### config.mk
export PLATFORM = sky130hd
export DESIGN_NAME = id_ex_stage_register
export DESIGN_NICKNAME = d
export VERILOG_FILES = /design/src/rtl/pipeline_pkg.sv /design/src/rtl/load_use_detector.sv /design/src/rtl/id_ex_stage_register.sv
export SDC_FILE = /design/constraint.sdc
export NUM_CORES = 1
export LEC_CHECK = 0
export BUFFER_PORTS_ARGS = -buffer_cell sky130_fd_sc_hd__buf_2
export CAP_MARGIN = 20
export CORE_AREA = 2 2 129 131
export CTS_CLUSTER_DIAMETER = 100
export DETAILED_ROUTE_END_ITERATION = 16
export DIE_AREA = 0 0 131 133
export PLACE_DENSITY_LB_ADDON = 0.15
export SYNTH_ARGS = -nofsm -noshare
export SYNTH_HDL_FRONTEND = slang
export SYNTH_HIERARCHICAL = 1
export SYNTH_SLANG_ARGS = --single-unit
### constraint.sdc
create_clock -name Clk -period 2.4 [get_ports Clk]
set_input_delay 0.48 -clock Clk [delete_from_list [all_inputs] [get_ports Clk]]
set_output_delay 0.48 -clock Clk [all_outputs]
set_load 0.01 [all_outputs]
### src/rtl/pipeline_pkg.sv
// pipeline_pkg: widths, ALU op encodings and the EX/MEM/WB control bundle
// shared by the ID/EX register and the later pipeline stage registers.
package pipeline_pkg;

  localparam int DATA_W  = 32;
  localparam int REG_W   = 5;
  localparam int ALUOP_W = 4;

  localparam logic [ALUOP_W-1:0] ALU_AND = 4'h0;
  localparam logic [ALUOP_W-1:0] ALU_OR  = 4'h1;
  localparam logic [ALUOP_W-1:0] ALU_ADD = 4'h2;
  localparam logic [ALUOP_W-1:0] ALU_SUB = 4'h6;
  localparam logic [ALUOP_W-1:0] ALU_SLT = 4'h7;
  localparam logic [ALUOP_W-1:0] ALU_NOR = 4'hC;

  // Single-bit control travelling with an instruction from EX onwards.
  // An all-zero value is an inert bubble: no write, no memory access, no branch.
  typedef struct packed {
    logic reg_write;
    logic mem_to_reg;
    logic mem_read;
    logic mem_write;
    logic branch;
    logic alu_src;
    logic reg_dst;
  } ctrl_t;

  localparam ctrl_t CTRL_BUBBLE = '0;

endpackage

### src/rtl/load_use_detector.sv
// load_use_detector: flags a load in EX whose destination (rt) is read by
// the instruction currently in Decode. Register 0 never creates a hazard.
module load_use_detector #(
  parameter int REG_W = 5
) (
  input  logic             ex_valid,
  input  logic             ex_mem_read,
  input  logic [REG_W-1:0] ex_rt,
  input  logic             id_valid,
  input  logic [REG_W-1:0] id_rs,
  input  logic [REG_W-1:0] id_rt,
  output logic             hazard
);

  // Purely combinational compare so upstream can hold PC and IF/ID this cycle.
  always_comb begin
    hazard = ex_valid & ex_mem_read & (ex_rt != '0) & id_valid &
             ((ex_rt == id_rs) | (ex_rt == id_rt));
  end

endmodule

### src/rtl/id_ex_stage_register.sv
// id_ex_stage_register: ID/EX pipeline register with valid bit, stall (hold),
// flush (bubble) and a saturating count of inserted bubbles.
// Define IDEX_LOAD_USE_DETECT_EN to build in a load-use detector that inserts
// bubbles itself; otherwise HazardStall is tied low and an external unit is
// expected to drive Stall/Flush.
module id_ex_stage_register #(
  parameter int DATA_W  = pipeline_pkg::DATA_W,
  parameter int REG_W   = pipeline_pkg::REG_W,
  parameter int ALUOP_W = pipeline_pkg::ALUOP_W,
  parameter int CNT_W   = 16
) (
  input  logic               Clk,
  input  logic               Rst_n,
  input  logic               Stall,
  input  logic               Flush,
  input  logic               ClrCount,
  input  logic               in_Valid,
  input  logic [DATA_W-1:0]  in_PCPlus4,
  input  logic [DATA_W-1:0]  in_ReadData1,
  input  logic [DATA_W-1:0]  in_ReadData2,
  input  logic [DATA_W-1:0]  in_SignExtImm,
  input  logic [REG_W-1:0]   in_Rs,
  input  logic [REG_W-1:0]   in_Rt,
  input  logic [REG_W-1:0]   in_Rd,
  input  logic               in_RegWrite,
  input  logic               in_MemToReg,
  input  logic               in_MemRead,
  input  logic               in_MemWrite,
  input  logic               in_Branch,
  input  logic               in_ALUSrc,
  input  logic               in_RegDst,
  input  logic [ALUOP_W-1:0] in_ALUOP,
  output logic               out_Valid,
  output logic [DATA_W-1:0]  out_PCPlus4,
  output logic [DATA_W-1:0]  out_ReadData1,
  output logic [DATA_W-1:0]  out_ReadData2,
  output logic [DATA_W-1:0]  out_SignExtImm,
  output logic [REG_W-1:0]   out_Rs,
  output logic [REG_W-1:0]   out_Rt,
  output logic [REG_W-1:0]   out_Rd,
  output logic               out_RegWrite,
  output logic               out_MemToReg,
  output logic               out_MemRead,
  output logic               out_MemWrite,
  output logic               out_Branch,
  output logic               out_ALUSrc,
  output logic               out_RegDst,
  output logic [ALUOP_W-1:0] out_ALUOP,
  output logic [CNT_W-1:0]   out_BubbleCount,
  output logic               HazardStall
);

  import pipeline_pkg::*;

  localparam logic [CNT_W-1:0] CNT_MAX = '1;

  ctrl_t            in_ctrl;
  ctrl_t            ex_ctrl;
  logic             hazard_stall;
  logic             load_bubble;
  logic             count_bubble;
  logic [CNT_W-1:0] bubble_count;

  assign in_ctrl = '{reg_write:  in_RegWrite,
                     mem_to_reg: in_MemToReg,
                     mem_read:   in_MemRead,
                     mem_write:  in_MemWrite,
                     branch:     in_Branch,
                     alu_src:    in_ALUSrc,
                     reg_dst:    in_RegDst};

`ifdef IDEX_LOAD_USE_DETECT_EN
  load_use_detector #(.REG_W(REG_W)) u_load_use_detector (
    .ex_valid    (out_Valid),
    .ex_mem_read (ex_ctrl.mem_read),
    .ex_rt       (out_Rt),
    .id_valid    (in_Valid),
    .id_rs       (in_Rs),
    .id_rt       (in_Rt),
    .hazard      (hazard_stall)
  );
`else
  assign hazard_stall = 1'b0;
`endif

  assign HazardStall = hazard_stall;

  // Edge decision: Flush beats Stall, Stall beats a hazard bubble; only
  // Flush and hazard bubbles are counted, never an idle (in_Valid=0) slot.
  always_comb begin
    load_bubble  = Flush | (~Stall & (hazard_stall | ~in_Valid));
    count_bubble = Flush | (~Stall & hazard_stall);
  end

  // Pipeline register: bubble clears everything, Stall holds, else load Decode.
  always_ff @(posedge Clk or negedge Rst_n) begin
    if (!Rst_n) begin
      out_Valid      <= 1'b0;
      out_PCPlus4    <= '0;
      out_ReadData1  <= '0;
      out_ReadData2  <= '0;
      out_SignExtImm <= '0;
      out_Rs         <= '0;
      out_Rt         <= '0;
      out_Rd         <= '0;
      out_ALUOP      <= '0;
      ex_ctrl        <= CTRL_BUBBLE;
    end else if (load_bubble) begin
      out_Valid      <= 1'b0;
      out_PCPlus4    <= '0;
      out_ReadData1  <= '0;
      out_ReadData2  <= '0;
      out_SignExtImm <= '0;
      out_Rs         <= '0;
      out_Rt         <= '0;
      out_Rd         <= '0;
      out_ALUOP      <= '0;
      ex_ctrl        <= CTRL_BUBBLE;
    end else if (!Stall) begin
      out_Valid      <= in_Valid;
      out_PCPlus4    <= in_PCPlus4;
      out_ReadData1  <= in_ReadData1;
      out_ReadData2  <= in_ReadData2;
      out_SignExtImm <= in_SignExtImm;
      out_Rs         <= in_Rs;
      out_Rt         <= in_Rt;
      out_Rd         <= in_Rd;
      out_ALUOP      <= in_ALUOP;
      ex_ctrl        <= in_ctrl;
    end
  end

  // Bubble counter: clear wins over increment, and it sticks at all-ones.
  always_ff @(posedge Clk or negedge Rst_n) begin
    if (!Rst_n) begin
      bubble_count <= '0;
    end else if (ClrCount) begin
      bubble_count <= '0;
    end else if (count_bubble && (bubble_count != CNT_MAX)) begin
      bubble_count <= bubble_count + CNT_W'(1);
    end
  end

  assign out_RegWrite    = ex_ctrl.reg_write;
  assign out_MemToReg    = ex_ctrl.mem_to_reg;
  assign out_MemRead     = ex_ctrl.mem_read;
  assign out_MemWrite    = ex_ctrl.mem_write;
  assign out_Branch      = ex_ctrl.branch;
  assign out_ALUSrc      = ex_ctrl.alu_src;
  assign out_RegDst      = ex_ctrl.reg_dst;
  assign out_BubbleCount = bubble_count;

endmodule

# After elaboration in Yosys (flattened, before gate mapping)
# Index checks and enable logic that the tools add are counted.
# word_totals
inputBits	160
output_inout_bits	172
elab_cells	48
ff_bits	171
# op_classes
add_sub_neg	1
muxes	22
eq_ne	2
n_bitwise	4
reduce_logical	2
# op_table
cell	n
$mux W32	8
$mux W16	2
$mux W5	6
$add A16 B1 Y16 const B	1
$ne A16 B16 Y1 const B	1
$mux W7	2
$mux W4	2
$mux W1	2
$ne A2 B1 Y1 const B	1
$not A1 Y1	2
$reduce_bool A2 Y1	1
$and A1 B1 Y1	1
$logic_and A1 B1 Y1	1
$or A1 B1 Y1	1

# Longest topological paths before layout
# Gate-level depths: netlist of the first run.
# logic_depth
word_depth	4
depth_mapped	6
ltp_nobuf	5

# Worst setup path after synthesis of the first run
# No wires, ideal clock.
# synth_path
path_kind	input to register
from	input Flush
to	register bubble_count[9], in the netlist out_BubbleCount[9]
required_time_ps	2322
setup_time_ps	78
stages	6
t_arrival_ps	1768
slack_ps	554
cell_sequence	buf_2 -> nand4_1 -> or2_0 -> clkbuf_1 -> or4_1 -> a21oi_1
# synth_between
elab_chain_cells	2
# synth_rtl
element	line	text
start: declaration	id_ex_stage_register.sv:15	input logic Flush,
$logic_and A1 B1 Y1	id_ex_stage_register.sv:139	end else if (count_bubble && (bubble_count != CNT_MAX)) begin
$reduce_bool A2 Y1 (no source line)	n/a	
end signal: assignment	id_ex_stage_register.sv:140	bubble_count <= bubble_count + CNT_W'(1);
end: declaration	id_ex_stage_register.sv:62	logic [CNT_W-1:0] bubble_count;
# No other way between the ends.
# A chain may end at the register's enable or synchronous reset.

# Worst setup path after layout of the first run
# layout_path
from	register bubble_count[0], in the netlist out_BubbleCount[0]
to	register bubble_count[5], in the netlist out_BubbleCount[5]
# layout_between
elab_chain_cells	3
elab_cells_between_ends	6
cone_classes	add/sub (1); eq/ne (1); mux (2); reduce/logical (2)
# layout_rtl
element	line
$add A16 B1 Y16 or $ne A16 B16 Y1 (tied branches)	id_ex_stage_register.sv:140, id_ex_stage_register.sv:139
$mux W16 or $logic_and A1 B1 Y1 (tied branches)	id_ex_stage_register.sv:139
$mux W16 or $reduce_bool A2 Y1 (tied branches)	n/a
# Parallel ways exist; a longest one is shown, timed or not. The select of a mux whose other input is x is not followed.

==> results of run 1 <==
==> power groups by stage <==
stage | registers, mW | clock network (mW) | logic (mW)
floorplan | 3.14 | 0 | 0.160
global placement | 3.09 | 0 | 0.552
detailed placement | 3.09 | 0 | 0.564
CTS | 3.04 | 2.74 | 0.564
global route | 3.05 | 2.86 | 0.608
finish | 3.04 | 2.67 | 0.554
==> metal layers <==
| layer | global-route usage (%) | up-vias | share of wire [%] |
|---|---|---|---|
| met3 | 5.985 | 37 | 6.5 |
| met1 | 25.15 | 2577 | 41 |
| met4 | 9.279 | 2 | 3.0 |
| li1 | - | 2350 | - |
| met2 | 32.50 | 208 | 49 |
| met5 | 0 | - | 0.090 |
==> flip-flops by register name (all words and copies together) (netlist names) <==
signal / flops
out_Rs: 5
out_MemRead: 1
out_RegWrite: 1
out_ReadData1: 32
out_Rt: 5
out_ReadData2: 32
out_Rd: 5
out_ALUSrc: 1
out_SignExtImm: 32
out_BubbleCount: 16
out_RegDst: 1
out_MemWrite: 1
out_Valid: 1
out_MemToReg: 1
out_ALUOP: 4
out_PCPlus4: 32
out_Branch: 1
==> final cells by class <==
cell class	count	share of cell area (%)
Timing Repair Buffer	340	20.39
Inverter	2	0.08574
Antenna cell	1	0.02858
Clock buffer	19	5.059
Tap cell	220	3.144
Multi-Input combinational cell	234	21.08
Sequential cell	171	48.87
Clock inverter	10	1.343
==> kinds of logic (layout without fill, tap and decap cells) <==
group                      Yosys count  after routing
AOI/OAI and AO/OA                  180            180
DFF                                171            171
and+or+nand+nor                     50             50
buffers and inverters               41            371
adders and majority gates            1              1
other                                1              2
xor gates and xnor gates             1              1
muxes                                1              1
==> worst max-delay path, stage by stage (launching register included) <==
cell,delay (ns)
dfrtp_1,0.42
ha_1,0.27
and3_1,0.21
nor4b_2,0.16
buf_4,0.18
or4_1,0.47
a21oi_1,0.17
==> final timing paths <==
kind,depth (start not counted),slack (ns),startpoint,end
setup / recovery,6,0.46,out_BubbleCount[0]$_DFFE_PN0P_,out_BubbleCount[5]$_DFFE_PN0P_
hold / removal,2,0.26,in_ReadData2[30],out_ReadData2[30]$_DFFE_PN0P_
setup reg to reg,6,0.46,out_BubbleCount[0]$_DFFE_PN0P_,out_BubbleCount[5]$_DFFE_PN0P_
hold reg to reg,1,0.50,out_ReadData1[31]$_DFFE_PN0P_,out_ReadData1[31]$_DFFE_PN0P_
max in group asynchronous,3,1.23,Rst_n,out_ReadData2[8]$_DFFE_PN0P_
min in group asynchronous,2,0.55,Rst_n,out_MemToReg$_DFFE_PN0P_
==> what timing repair did <==
item                                   CTS  global route
endpoints found under the hold margin   34             0
setup endpoints to repair                0             0
hold buffers                             1             0
==> stage by stage <==
stage / utilization (%) / hold slack [ns]
finish: 54.14 / 0.2622
global route: 54.14 / 0.2465
CTS: 54.13 / 0.2398
detailed placement: 50.60 / 0.4131
global placement: 50.60 / 0.4051
floorplan: - / 0.1844
==> cell usage in the layout (no fill, tap or decap), types with 2 or more instances in the layout <==
master and n:
inv_6 3, buf_4 5, a22o_1 154, buf_2 329, nor3_1 4, clkinv_2 3
or4_1 6, a21oi_1 13, or3_1 5, o21ai_0 5, inv_1 2, nand2b_1 3
nand3_1 3, bufinv_16 2, and3_1 2, nor2_1 6, o31ai_1 5, dfrtp_1 171
nand4_1 6, clkbuf_16 17, nand2_1 7, buf_12 4
==> flow_summary.json, run 1 <==
{
  "crit_path_end_kind": "register",
  "initial_core_util_pct": 38.77,
  "multiInputGateArea_sq_mm": 0.001846,
  "power.internal_mw": 4.782,
  "cts_max_path_buffers": 2,
  "netlist_area_sq_mm": 0.006270,
  "p_sw_mw": 1.480,
  "synthTopCellsByArea": "dfrtp_1 (68%), a22o_1 (22%), clkbuf_1 (1.8%)",
  "synthToLayoutAreaGrowth_pct": 39.65,
  "p_sw_share_pct": 23.63,
  "worst_slew_pin_slew_ns": 0.6428,
  "pwr_density_cell_mw_per_mm2": 715.1,
  "synth_edf_count": 0,
  "drtPass1Iterations": 6,
  "wl_per_cell_um": 17.87,
  "fin_area_sq_mm": 0.008756,
  "die_area_sq_mm": 0.01742,
  "synth_top_area_cell": "dfrtp_1",
  "p_leak_nw": 4.877,
  "combPwrFrac_pct": 8.9,
  "dp_slack_ns": 0.3656,
  "status": "completed",
  "pwr-share-seq_pct": 48.5,
  "dp_cells": 966,
  "dp_hpwl_mm": 12.33,
  "layout_setup_ws_ns": 0.4592,
  "grt_overflow": 0,
  "num-nets-final": 927,
  "wl_mm": 17.82,
  "cts_max_level": 4,
  "synth_top_family_by_area": "compound AO/OA/AOI/OAI gates",
  "placed_area_sq_mm": 0.008183,
  "grt_pass1_vias": 5187,
  "worst_setup_path_start_kind": "register",
  "numCtsBuffers": 17,
  "rows": 47,
  "grt_pass1_wl_mm": 27.27,
  "grt_antenna_before_repair": 2,
  "cts_resized": 0,
  "fin_cells": 997,
  "setup_violations": 0,
  "clk_pin_slew_ns": 0.07,
  "async_reset_ff_share_pct": 100.0,
  "regArea_sq_mm": 0.004279,
  "clock_sinks": 171,
  "synth_compound_area_share_pct": 23.95,
  "finalCritPeriodShare_pct": 80.87,
  "yosys.area_share.adder_pct": 0.1996,
  "yosys.cell_count.top_type": "dfrtp_1",
  "io_pins": 332,
  "io_buffers": 330,
  "syn_avg_cell_area_sq_um": 14.06,
  "viasPerCell": 5.190,
  "yosysSeqAreaShare_pct": 68.25,
  "yosys_warnings": 6,
  "yosysTopAreaCellShare_pct": 68.25,
  "synth_cell_types": 32,
  "vias": 5174,
  "finalHoldViolCount": 0,
  "cp_max_fo": 14,
  "fmax_mhz": 515.2,
  "ir_drop_v": 0.0004534,
  "die_w_um": 131,
  "min_period_ns": 1.941,
  "fp.coreArea_sq_mm": 0.01617,
  "total_power_mw": 6.262,
  "cts_setup_buffers": 0,
  "synth_xor_area_share_pct": 0.1397,
  "gr-usage-all-layers_pct": 20.27,
  "drive_gt1_share_pct": 47.81,
  "synthesis.nets": 607,
  "synth.mux.area_fraction_pct": 0.1596,
  "tritoncts": "yes",
  "drv_cap": 0,
  "grt_max_degree": 117,
  "p_clk_share_pct": 42.6,
  "fillCellCount": 1467,
  "drc_errors": 0,
  "synth_top_flop_cell": "dfrtp_1",
  "die_height_um": 133,
  "hold_class": "input pin to register",
  "drt_iter0_drc": 369,
  "synthSimpleGateAreaFrac_pct": 4.690,
  "clk_latency_ns": 0.42,
  "ant_nets": 0,
  "ys_ff_latch": 171,
  "slew_headroom_pct": 56.82,
  "rsz0062_at_grt": "false",
  "syn_inst": 446,
  "cts-root-buf": "clkbuf_16",
  "skew_ns": 0.008463,
  "crit_required_ns": 2.75,
  "fin_tns_setup_ns": 0,
  "criticalPathCategory": "register to register",
  "arrival_ns": 2.29,
  "yosys-top-cells-count": "dfrtp_1 (171), a22o_1 (154), clkbuf_1 (30)",
  "drv_slew": 0,
  "finalWeightedCongestion": 0.8274
}
(Power assumes the default switching activity.)
==> run 2, diff against run 1 <==
--- a/config.mk
+++ b/config.mk
@@ -5,12 +5,13 @@
 export SDC_FILE = /design/constraint.sdc
 export NUM_CORES = 1
 export LEC_CHECK = 0
+export ABC_AREA = 1
 export BUFFER_PORTS_ARGS = -buffer_cell sky130_fd_sc_hd__buf_2
 export CAP_MARGIN = 20
-export CORE_AREA = 2 2 129 131
+export CORE_MARGIN = 1.5
+export CORE_UTILIZATION = 42
 export CTS_CLUSTER_DIAMETER = 100
 export DETAILED_ROUTE_END_ITERATION = 16
-export DIE_AREA = 0 0 131 133
 export PLACE_DENSITY_LB_ADDON = 0.15
 export SYNTH_ARGS = -nofsm -noshare
 export SYNTH_HDL_FRONTEND = slang
==> constraint.sdc (replaced) <==
create_clock -name Clk -period 1.7 [get_ports Clk]
set_input_delay 0.34 -clock Clk [delete_from_list [all_inputs] [get_ports Clk]]
set_output_delay 0.34 -clock Clk [all_outputs]
set_load 0.01 [all_outputs]
==> flow_summary.json, run 2 <==
{
  "drv_cap": 0,
  "cts_max_level": 4,
  "met2_usage_pct": 39.18,
  "synth_top_area_cell": "dfrtp_1",
  "fp.coreArea_sq_mm": 0.01652,
  "crit_path_end_kind": "register",
  "die_area_sq_mm": 0.01770,
  "numCtsBuffers": 17,
  "worst_setup_path_start_kind": "register",
  "clock_sinks": 171,
  "synthTopCellsByArea": "dfrtp_1 (60%), nand2_1 (19%), nand3_1 (12%)",
  "wl_mm": 20.70,
  "netlist_area_sq_mm": 0.007104,
  "grt_max_degree": 100,
  "yosys-top-cells-count": "nand2_1 (367), dfrtp_1 (171), nand3_1 (170)",
  "setup_violations": 0,
  "viasPerCell": 4.847,
  "synth_top_flop_cell": "dfrtp_1",
  "gr-usage-all-layers_pct": 23.68,
  "initial_core_util_pct": 42.99,
  "yosys_warnings": 6,
  "finalCritPeriodShare_pct": 91.16,
  "die_height_um": 133.1,
  "top_usage_layer": "met2",
  "utilization_pct": 58.57,
  "wl_per_cell_um": 14.99,
  "tritoncts": "yes",
  "synthesis.nets": 995,
  "min_period_ns": 1.550,
  "yosysTopAreaCellShare_pct": 60.23,
  "p_leak_nw": 5.870,
  "layout_setup_ws_ns": 0.1504,
  "syn_avg_cell_area_sq_um": 8.518,
  "arrival_ns": 1.86,
  "synth_cell_types": 23,
  "cts-root-buf": "clkbuf_16",
  "criticalPathCategory": "register to register",
  "io_buffers": 330,
  "num-nets-final": 1308,
  "clk_pin_slew_ns": 0.07,
  "layout_commonest_cell": "nand2_1",
  "io_pins": 332,
  "ant_nets": 0,
  "dp_hpwl_mm": 14.04,
  "placed_area_sq_mm": 0.009070,
  "async_reset_ff_share_pct": 100.0,
  "grt_pass1_vias": 6550,
  "finalWeightedCongestion": 0.8659,
  "drc_errors": 0,
  "skew_ns": 0.006943,
  "cp_max_fo": 13,
  "crit_required_ns": 2.01,
  "grt_use_met1_pct": 30.12,
  "fin_hold_ws_ns": 0.1347,
  "fin_cells": 1381,
  "hold_class": "input pin to register",
  "holdPathStages": 3,
  "ir_drop_v": 0.0006732,
  "fin_area_sq_mm": 0.009678,
  "reg2reg_depth": 9,
  "fmax_mhz": 645.3,
  "status": "completed",
  "yosys.cell_count.top_type": "nand2_1",
  "ys_ff_latch": 171,
  "dp_cells": 1346,
  "finalHoldViolCount": 0,
  "vias": 6694,
  "drive_gt1_share_pct": 33.79,
  "grt_pass1_wl_mm": 33.06,
  "drtPass1Iterations": 5,
  "drv_slew": 0,
  "pwr_density_cell_mw_per_mm2": 929.4,
  "grt_antenna_before_repair": 1,
  "layout_common_cells": "nand2_1 (367), buf_2 (329), dfrtp_1 (171)",
  "synth_edf_count": 0,
  "cts_max_path_buffers": 2,
  "rows": 47,
  "drt_iter0_drc": 343,
  "die_w_um": 133.1,
  "syn_inst": 834,
  "fillCellCount": 1531,
  "yosysSeqAreaShare_pct": 60.23,
  "grt_overflow": 0,
  "gr-usage-met3_pct": 6.590,
  "synthToLayoutAreaGrowth_pct": 36.23,
  "dp_slack_ns": 0.1013,
  "clk_latency_ns": 0.42
}
==> run 2: cell types whose count changed in the layout (fill, tap and decap cells not counted), sizes merged, moves of 3 or more <==
cell    delta
nor3       -3
a22o     -154
buf        +9
nor2      +19
nand4      +3
nand3    +167
a21oi     -12
inv       +22
nand2b     -3
or3        -5
or4        -6
o31ai      -5
nand2    +362
==> run 2: routing by layer <==
layer	wire (um)	up-vias	share of wire [%]
met3	1632	29	7.9
met5	0	-	0
li1	-	3293	-
met2	10040	256	48
met1	8622	3116	42
met4	405	0	2.0
==> run 2: what timing repair did <==
item,in CTS,in global routing
hold endpoints to repair,31,0
buffers inserted,0,1
gates resized for setup,0,2
hold buffers,1,0
setup endpoints to repair,0,12
==> run 2: area by class of cell <==
type                       count  area (sq um)  area share [%]
timing repair buffer         349          1928           19.92
multi-input combinational    588          2542           26.27
clock buffer                  18         439.2           4.538
tap                          220         275.3           2.844
inverter                      20         77.57          0.8016
antenna                        1         2.502         0.02586
sequential                   171          4279           44.21
clock inverter                14         133.9           1.383
==> run 2: worst paths after layout <==
kind                                                 from                              to  slack [ns]
max                        out_BubbleCount[0]$_DFFE_PN0P_  out_BubbleCount[7]$_DFFE_PN0P_        0.15
max in group asynchronous                           Rst_n    out_ReadData1[8]$_DFFE_PN0P_        0.73
min                                      in_ReadData2[10]   out_ReadData2[10]$_DFFE_PN0P_        0.13
max reg2reg                out_BubbleCount[0]$_DFFE_PN0P_  out_BubbleCount[7]$_DFFE_PN0P_        0.15
min in group asynchronous                           Rst_n  out_BubbleCount[5]$_DFFE_PN0P_        0.38
min reg2reg                      out_MemToReg$_DFFE_PN0P_        out_MemToReg$_DFFE_PN0P_        0.47
==> run 2: cell families (layout without fill, tap and decap cells) <==
group,count (synthesis),in the layout,share of synthesized area [%]
XOR/XNOR,2,2,0.2466
other,1,2,0.05278
AND/OR/NAND/NOR,578,578,34.64
AO/OA/AOI/OAI,6,6,0.4226
flip-flops,171,171,60.23
adder cells (fa/ha/maj),1,1,0.1761
buffers and inverters,75,401,4.227
==> run 2: power by group <==
group / internal, mW / leakage, nW / total (mW) / switching, mW
clock: 2.09 / 0.279 / 3.79 / 1.70
combinational: 0.360 / 3.26 / 0.920 / 0.560
sequential: 4.21 / 2.34 / 4.29 / 0.0755
==> run 2: stage by stage <==
stage          power [mW]  setup TNS, ns
4_1_cts             9.075              0
3_3_place_gp        5.282              0
6_report            8.995              0
5_1_grt             9.345     -0.0005618
2_1_floorplan       4.727              0
3_5_place_dp        5.284              0
==> run 2: critical path: stages, from the launching register on <==
cell and delay [ns]:
dfrtp_1 0.39, ha_2 0.22, nand2_2 0.08, nor2_4 0.16, nand2_4 0.09, nor2_4 0.11
nor2_2 0.05, buf_4 0.19, nand3_1 0.08, o21ai_0 0.07
==> run 3, diff against run 2 <==
--- a/config.mk
+++ b/config.mk
@@ -8,7 +8,7 @@
 export ABC_AREA = 1
 export BUFFER_PORTS_ARGS = -buffer_cell sky130_fd_sc_hd__buf_2
 export CAP_MARGIN = 20
-export CORE_MARGIN = 1.5
+export CORE_MARGIN = 4
 export CORE_UTILIZATION = 42
 export CTS_CLUSTER_DIAMETER = 100
 export DETAILED_ROUTE_END_ITERATION = 16
==> flow_summary.json, run 3 (same netlist as run 2, synthesis figures left out) <==
{
  "status": "completed",
  "reg2reg_slack_ns": 0.14,
  "fp.coreArea_sq_mm": 0.01658,
  "total_power_mw": 9.324,
  "min_period_ns": 1.564,
  "crit_path_end_kind": "register",
  "skew_ns": 0.004400,
  "slowest_stage": "dfrtp_1",
  "layout_commonest_cell": "nand2_1",
  "finalHoldViolCount": 0,
  "io_pins": 332,
  "grt_antenna_before_repair": 3,
  "drv_slew": 0,
  "hold_class": "input pin to register",
  "io_buffers": 330,
  "cp_max_fo": 12,
  "finalWeightedCongestion": 0.8425,
  "ant_nets": 0,
  "hold_end": "out_PCPlus4[10]$_DFFE_PN0P_",
  "top_layer": "met5",
  "timing.critical_path.mode_cell": "nor2_4",
  "gr-usage-all-layers_pct": 22.89,
  "layout_setup_ws_ns": 0.1359,
  "worstReg2RegEnd": "out_BubbleCount[8]$_DFFE_PN0P_",
  "ir_drop_v": 0.0006558,
  "crit_required_ns": 2.06,
  "worst_setup_path_start_kind": "register",
  "drc_errors": 0,
  "max_stage_delay_ns": 0.36,
  "rr_startpoint": "out_BubbleCount[1]$_DFFE_PN0P_",
  "drive_gt1_share_pct": 34.30,
  "grt_pass1_vias": 6602,
  "clk_pin_slew_ns": 0.07,
  "cp_cell_sequence": "ha_1, nand2_2, nor2_4, nand2_4, nor2_4, nor2_4, nor2_4, nand2_1, nand2_1",
  "hold_path.startpoint": "in_PCPlus4[10]",
  "viasPerCell": 4.858,
  "cts_max_level": 4,
  "cpLargestDelayFamily": "simple AND/OR/NAND/NOR gates",
  "fin_hold_ws_ns": 0.1371,
  "die_height_um": 138.1,
  "finalCritPeriodShare_pct": 92.00,
  "dp_slack_ns": 0.08004,
  "drv_cap": 0,
  "wl_per_cell_um": 15.76,
  "numCtsBuffers": 17,
  "num-nets-final": 1320,
  "clock_sinks": 171,
  "grt_pass1_wl_mm": 35.59,
  "synthToLayoutAreaGrowth_pct": 37.99,
  "holdPathStages": 3,
  "tritoncts": "yes",
  "grt_max_degree": 89,
  "setup_violations": 0,
  "die_w_um": 138.1,
  "p_leak_nw": 5.950,
  "cts_max_path_buffers": 2,
  "cts-root-buf": "clkbuf_16",
  "wl_mm": 21.97,
  "die_area_sq_mm": 0.01906,
  "m1WireLength_mm": 9.097,
  "pwr_density_cell_mw_per_mm2": 951.1,
  "layout_common_cells": "nand2_1 (367), buf_2 (329), dfrtp_1 (171)",
  "fin_tns_setup_ns": 0,
  "vias": 6772,
  "clk_latency_ns": 0.42,
  "criticalPathCategory": "register to register",
  "dp_hpwl_mm": 15.50,
  "rows": 47,
  "grt_overflow": 0,
  "drtPass1Iterations": 4,
  "arrival_ns": 1.92,
  "initial_core_util_pct": 42.84,
  "worstPathBufferInverterCount": 0,
  "rsz0062_at_grt": "false",
  "drt_iter0_drc": 477,
  "reg2reg_depth": 9,
  "fmax_mhz": 639.4,
  "dr_wl_met2_mm": 10.60,
  "wl_met3_mm": 1.748
}
run 3: cell types whose count changed in the layout (fill, tap and decap cells not counted), sizes merged:
cell	change
clkinv	-2
bufinv	+2
diode	+1
clkbuf	+3
buf	+12
inv	-3
run 3: worst max path at each step:
stage,startpoint,to,slack (ns),cells after the start
6_report,out_BubbleCount[1]$_DFFE_PN0P_,out_BubbleCount[8]$_DFFE_PN0P_,0.14,9
5_1_grt,out_BubbleCount[1]$_DFFE_PN0P_,out_BubbleCount[12]$_DFFE_PN0P_,0.01,9
4_1_cts,out_BubbleCount[0]$_DFFE_PN0P_,out_BubbleCount[9]$_DFFE_PN0P_,0.03,9
3_5_place_dp,out_BubbleCount[0]$_DFFE_PN0P_,out_BubbleCount[8]$_DFFE_PN0P_,0.08,9
3_3_place_gp,out_BubbleCount[0]$_DFFE_PN0P_,out_BubbleCount[0]$_DFFE_PN0P_,0.12,9
2_1_floorplan,out_BubbleCount[0]$_DFFE_PN0P_,out_BubbleCount[11]$_DFFE_PN0P_,0.17,9
run 3: metrics by stage:
step	std cells	utilization, %	instance area (sq um)
2_1_floorplan	834	-	7104
3_3_place_gp	1359	55.21	9155
3_5_place_dp	1359	55.21	9155
4_1_cts	1392	59.05	9793
5_1_grt	1394	59.11	9803
6_report	1394	59.11	9803
run 3: what timing repair did:
action / CTS / global route
resized for setup: 0 / 1
endpoints found under the setup margin: 0 / 8
hold endpoints to repair: 33 / 0
buffers inserted: 0 / 0
hold buffers: 1 / 0
run 3: where the power goes:
part,internal (mW),switching (mW)
clock,2.46,1.64
sequential,4.21,0.0753
combinational,0.365,0.572
run 3: worst reg2reg max path, stage by stage, from the launching register on:
cell     delay, ns
dfrtp_1       0.36
ha_1          0.20
nand2_2       0.10
nor2_4        0.13
nand2_4       0.08
nor2_4        0.13
nor2_4        0.07
nor2_4        0.28
nand2_1       0.09
nand2_1       0.08
run 3: final cells by class:
type | instances | area (sq um)
repair buffers | 361 | 1993
well taps | 220 | 275.3
inverters | 20 | 77.57
multi-input cells | 588 | 2545
fillers | 1540 | 6780
clock buffers | 21 | 470.5
flip-flops and latches | 171 | 4279
clock inverters | 11 | 157.7
diodes | 2 | 5.005
run 3: per-layer routing:
layer | GRT usage, % | vias to the layer above
met5 | 0 | -
met4 | 8.320 | 2
met3 | 7.528 | 32
met2 | 36.38 | 244
met1 | 29.54 | 3177
li1 | - | 3317
